[src/rtl/wb_grf.sv]
// Write-back stage register file: load extension, write-data select,
// 32x32 register file with same-cycle write bypass, and a retire counter.
module wb_grf (
  input  logic        clk,
  input  logic        reset,
  input  logic [31:0] IR_W,
  input  logic [31:0] PC8_W,
  input  logic [31:0] AO_W,
  input  logic [31:0] DR_W,
  input  logic [4:0]  RegWrite_W,
  input  logic [1:0]  WBSel_W,
  input  logic [2:0]  LoadType_W,
  input  logic [4:0]  RA1,
  input  logic [4:0]  RA2,
  output logic [31:0] RD1,
  output logic [31:0] RD2,
  output logic [31:0] WData_W,
  output logic [4:0]  WAddr_W,
  output logic [31:0] RetireCnt
);

  localparam logic [31:0] GP_RST = 32'h0000_1800;
  localparam logic [31:0] SP_RST = 32'h0000_2FFC;

  logic [31:0] rf_q [32];
  logic [31:0] retire_q, retire_d;
  logic [7:0]  ld_byte;
  logic [15:0] ld_half;
  logic [31:0] ld_data;
  logic        we;

  // Byte/halfword lane pick and sign/zero extension of the raw memory word
  always_comb begin
    ld_byte = DR_W[7:0];
    case (AO_W[1:0])
      2'b00: ld_byte = DR_W[7:0];
      2'b01: ld_byte = DR_W[15:8];
      2'b10: ld_byte = DR_W[23:16];
      2'b11: ld_byte = DR_W[31:24];
      default: ld_byte = DR_W[7:0];
    endcase
    ld_half = AO_W[1] ? DR_W[31:16] : DR_W[15:0];
    case (LoadType_W)
      3'b001:  ld_data = {{24{ld_byte[7]}}, ld_byte};
      3'b010:  ld_data = {24'b0, ld_byte};
      3'b011:  ld_data = {{16{ld_half[15]}}, ld_half};
      3'b100:  ld_data = {16'b0, ld_half};
      default: ld_data = DR_W;
    endcase
  end

  // Write-data source select; "none" drives zero so forwarding sees a clean value
  always_comb begin
    case (WBSel_W)
      2'b00:   WData_W = AO_W;
      2'b01:   WData_W = ld_data;
      2'b10:   WData_W = PC8_W;
      default: WData_W = '0;
    endcase
  end

  // Effective destination is zero whenever no write will happen this edge,
  // which also disables the bypass during reset
  always_comb begin
    we      = reset && (RegWrite_W != 5'd0) && (WBSel_W != 2'b11);
    WAddr_W = we ? RegWrite_W : 5'd0;
  end

  // Read ports with write-before-read bypass; $0 is hardwired to zero
  always_comb begin
    if (RA1 == 5'd0)         RD1 = '0;
    else if (RA1 == WAddr_W) RD1 = WData_W;
    else                     RD1 = rf_q[RA1];
    if (RA2 == 5'd0)         RD2 = '0;
    else if (RA2 == WAddr_W) RD2 = WData_W;
    else                     RD2 = rf_q[RA2];
  end

  // Register storage; reset wins over a coincident write
  always_ff @(posedge clk) begin
    if (!reset) begin
      for (int i = 0; i < 32; i++) rf_q[i] <= '0;
      rf_q[28] <= GP_RST;
      rf_q[29] <= SP_RST;
    end else if (we) begin
      rf_q[WAddr_W] <= WData_W;
    end
  end

  // Retire counter next state: any non-bubble instruction counts, wraps naturally
  always_comb begin
    retire_d = retire_q;
    if (IR_W != 32'd0) retire_d = retire_q + 32'd1;
  end

  // Retire counter register
  always_ff @(posedge clk) begin
    if (!reset) retire_q <= '0;
    else        retire_q <= retire_d;
  end

  assign RetireCnt = retire_q;

endmodule

[config.mk]
export PLATFORM = sky130hd
export DESIGN_NAME = wb_grf
export DESIGN_NICKNAME = d
export VERILOG_FILES = /design/src/rtl/wb_grf.sv
export SDC_FILE = /design/constraint.sdc
export NUM_CORES = 2
export LEC_CHECK = 0
export CORE_ASPECT_RATIO = 0.8
export CORE_MARGIN = 1.5
export CORE_UTILIZATION = 35
export DETAILED_ROUTE_END_ITERATION = 6
export SLEW_MARGIN = 10
export SYNTH_ARGS = -nofsm -noshare
export SYNTH_HDL_FRONTEND = slang
export SYNTH_SLANG_ARGS = --single-unit
[constraint.sdc]
create_clock -name clk -period 4.2 [get_ports clk]
set_input_delay 0.63 -clock clk [delete_from_list [all_inputs] [get_ports clk]]
set_output_delay 0.63 -clock clk [all_outputs]
set_load 0.005 [all_outputs]
Word-level counts from Yosys, hierarchy flattened
Memories as Yosys holds them, arrays and structs flattened. Cells that the tools add are included.

Add/subtract/negate cells: 1. Multiply operators: 0. Div/mod/pow operators: 0. Order comparisons: 0. Equality and inequality tests: 12. Shift-type cells: 0. Multiplexer cells: 18. Bitwise logic cells: 2. Reductions and logical operators: 9.

Operator list (count): two-way mux 32 bit (7); case mux 32 bit (4 select lines) (1); case mux 32 bit (3 select lines) (1); adder 32 x 1 -> 32 bit (second input constant) (1); case mux 8 bit (4 select lines) (1); nonzero test 32 bit (1); OR reduction 32 bit (1); two-way mux 16 bit (1); equality test 5 bit (2); zero test 5 bit (2); two-way mux 5 bit (2); equality test 2 bit (second input constant) (3); equality test 3 x 2 -> 1 bit (second input constant) (2); two-way mux 1 bit (5); nonzero test 5 bit (1); equality test 2 x 1 -> 1 bit (second input constant) (2); zero test 2 bit (2); equality test 3 x 1 -> 1 bit (second input constant) (1); equality test 3 bit (second input constant) (1); logical AND 1 bit (2); inequality test 2 bit (second input constant) (1); OR 1 bit (2).

Register bits after elaboration: 32. Latch bits: 0. Bits in writable memories: 1024. Memory bits (read-only): 0. Input port bits: 150. Output and inout port bits: 133. Logic and storage cells: 44. Memories: 1.

Memory list: rf_q (depth 32, width 32, read ports 2, clocked after Yosys merged registers in 0, write ports 32, RTL line 25) `logic [31:0] rf_q [32];`.

Longest topological paths before layout
Depth after elaboration: 8. Gate-level depth with buffers: 11. Mapped depth without buffers: 7.

Worst setup path before layout
OpenSTA, ideal clock, no wires.

Path type: input-to-output. Start point: in RA1[1]. End point: out RD1[31]. Arrival: 2673 ps. Data required time: 3570 ps. Setup slack: 897 ps. Stages: 6. Path buffers: 2. Cell sequence: buf_2 buf_1 mux4_2 mux4_2 a211oi_1 a211oi_2.

Longest elaborated chain between the ends: 3. Elaborated cells on any way between the ends: 5. Those cells by class: eq/ne (1); mux (2); reduce/logical (1); memory (1).

RTL lines: from (decl) (RTL line 13) `input logic [4:0] RA1,`; memory read (32 x 32 bit) or equality test 5 bit (tied branches); two-way mux 32 bit (RTL line 72) `else if (RA1 == WAddr_W) RD1 = WData_W;`; two-way mux 32 bit (*) (RTL line 71) `if (RA1 == 5'd0) RD1 = '0;`; to (decl) (RTL line 15) `output logic [31:0] RD1,`.

Mark *: on every way between the ends. The rest lies on a longest branch, timed or not.

Worst setup path in the final report
Start point: in RA2[2]. End point: out RD2[24].

Longest elaborated chain between the ends: 3. Elaborated cells on any way between the ends: 5. Those cells by class: eq/ne (1); mux (2); reduce/logical (1); memory (1).

RTL lines: from (decl) (RTL line 14) `input logic [4:0] RA2,`; memory read (32 x 32 bit) or equality test 5 bit (tied branches); two-way mux 32 bit (RTL line 75) `else if (RA2 == WAddr_W) RD2 = WData_W;`; two-way mux 32 bit (*) (RTL line 74) `if (RA2 == 5'd0) RD2 = '0;`; to (decl) (RTL line 16) `output logic [31:0] RD2,`.

Marked as above.

==> results_dict.tcl <==
set metrics [dict create \
    status "complete, but fails checks" \
    violations "negative setup slack" \
    crit_path_end_kind "output pin" \
    max_freq_ghz 0.238 \
    holdPathEnd "RetireCnt[31]$_SDFFE_PN0P_" \
    total_power_mw 26.7 \
    pre_cts_slack_ns -0.647 \
    p_leak_nw 23.5 \
    cts_buffers 105 \
    path_class "in2out" \
    critPathRequiredTime_ns 3.57 \
    via_per_inst 6.22 \
    grt_setup_unrepaired "false" \
    ant_nets 0 \
    hold_violations 0 \
    synth_cells 4256 \
    synth_area_um2 56800 \
    max-vdd-ir-drop_mv 0.345 \
    grt_overflow 0 \
    ff2ff_path_depth 7 \
    die_h_um 363 \
    async_flop_share 0 \
    num_io_pins 283 \
    hold_path_class "reg2reg" \
    reg2reg_slack_ns 1.75 \
    row_count 131 \
    portBuffers 282 \
    synth_area_leader_cell "edfxtp_1" \
    cp.arrival_ns 3.57 \
    synthTopCellsByCount "edfxtp_1, nor2_1, mux4_2" \
    synth_edf_count 1024 \
    slew_violations 0 \
    area_delta_synth_final_pct 20.5 \
    clock_latency_ns 0.74 \
    grt_max_degree 51 \
    power_density_nw_per_um2 390 \
    grt_antenna_before_repair 5 \
    ys_ff_latch 1056 \
    start_util 0.354 \
    syn_area_per_cell_um2 13.3 \
    cts.sinks 1056 \
    drc_errors 0 \
    grt_usage 0.271 \
    period_needed_ns 4.20 \
    htree_levels 3 \
    first_iter_violations 7137 \
    yosysSeqAreaShare 0.553 \
    cp-start-kind "input pin" \
    setup-violations-final 1 \
    fin_nets 4797 \
    finClkSkew_ns 0.00424 \
    cap_violations 0 \
    synth.area.top_cells "edfxtp_1, mux4_2, nor2_1" \
    tns_ns -0.00257 \
    dr.pass1.iters 6 \
    yosysUniqueCellTypes 71 \
    drive_gt1_frac 0.296 \
    min_period_over_period 1.00 \
    hp-start "RetireCnt[31]$_SDFFE_PN0P_" \
    fin_cells 6863 \
    die_x_um 453 \
    totalWireLength_um 227000 \
    fill_cells 14600 \
    coreArea_um2 160000 \
    ctsHoldBuffers 0 \
    dp_hpwl_um 150000 \
    clkTransAtPathRegs_ns 0.06 \
    vias 42700 \
    grt_pass1_wl_um 316000 \
    first_global_vias 40900 \
    synth_most_common_cell "edfxtp_1" \
    hold_depth 2 \
    dieArea_um2 165000 \
    routedWlPerCell_um 33.1 \
    clockBufferDepth 3 \
    path_max_fanout 12 \
    cts_tree "yes" \
    worstMarginPinSlew_ns 0.967 \
    synth_warnings 0 \
    slew_headroom 0.355 \
    globalplace.congestion 0.927 \
    r2r_start "RetireCnt[3]$_SDFFE_PN0P_" \
    r2r_end "RetireCnt[31]$_SDFFE_PN0P_" \
    timing.final.ws_setup_ns -0.00257 \
    hold_ws_ns 0.495 \
    synth_top_area_share 0.542 \
    ys.flop_type "edfxtp_1" \
    root_buffer "clkbuf_16" \
    placedCellCount 6665 \
]
## placed cells by master (no fill, tap or decap), types with 28 or more instances in the layout
cell and instances:
buf_12 90, mux2_2 91, a22o_1 29, a211oi_2 28, nor2_2 138, edfxtp_1 1024
nor2b_1 34, nand3_1 33, buf_4 344, nor2_1 903, a21oi_1 38, a211oi_1 80
mux2i_1 214, clkdlybuf4s50_1 256, o22ai_1 55, nand2_1 119, dfxtp_1 32, a22oi_1 93
conb_1 32, o21ai_0 35, clkbuf_16 106, nand2_2 57, inv_1 42, nor3_1 37
mux4_2 420
## stage by stage
step	instance area (um^2)	utilization
CTS	68300	0.426
global route	68400	0.427
detailed placement	64700	0.404
finish	68400	0.427
floorplan	56900	-
global placement	64700	0.404
## worst max-delay path by stage
stage / start / slack, ns / end / depth (start not counted)
floorplan: RA1[1] / 0.90 / RD1[31] / 6
global placement: WBSel_W[0] / -0.62 / RD1[18] / 10
detailed placement: WBSel_W[0] / -0.65 / RD1[18] / 10
CTS: RA2[0] / 0.006 / RD2[30] / 11
global route: DR_W[15] / 0.0001 / RD2[21] / 9
finish: RA2[2] / -0.003 / RD2[24] / 10
## worst max-delay path, cell delays in order
cell	delay [ns]
buf_4	0.13
clkinv_1	0.60
nor2_2	0.42
buf_4	0.33
a22oi_1	0.18
nand2_1	0.26
a2111oi_0	0.13
buf_4	0.17
a211oi_2	0.14
clkdlybuf4s50_1	0.56
## area by class of cell
cell class	instances	area, um^2	share of cell area
flip-flops and latches	1056	31400	0.459
multi-input cells	2726	23500	0.344
repair buffers	712	7170	0.105
clock buffers	125	2760	0.0404
well taps	2128	2660	0.0389
clock inverters	66	693	0.0101
inverters	45	170	0.00249
diodes	5	12.5	0.000183
## sequential cells by signal, summed over array words and instances, names as in the netlist
signal,cells
RetireCnt,32
rf_q,1024
## what timing repair did
item                                   CTS  global route
setup buffers                            2             0
setup endpoints to repair               37            31
resized for setup                       23            25
pin swaps                                4             0
endpoints found under the hold margin    0             0
## report_power, final
group          internal (mW)  switching [mW]  leakage, nW
Clock                   5.40            4.37         1.71
Sequential              12.1           0.295         10.0
Combinational           1.95            2.55         11.8
Total                   19.5            7.21         23.5
## logic make-up after synthesis
family	after synthesis	share of synthesized area
buffers and inverters	505	0.0421
adder cells (fa/ha/maj)	1	0.000220
XOR/XNOR	31	0.00478
AO/OA/AOI/OAI	495	0.0658
AND/OR/NAND/NOR	1442	0.112
multiplexers	725	0.222
other	1	0.0000661
flip-flops	1056	0.553
## metal layers
layer	global-route usage	up-vias	routed length (um)
met4	0.104	2	9690
met5	0	-	11
li1	-	17000	-
met3	0.0853	485	33200
met1	0.386	21800	88600
met2	0.383	3424	95700
(Power assumes the default switching activity.)
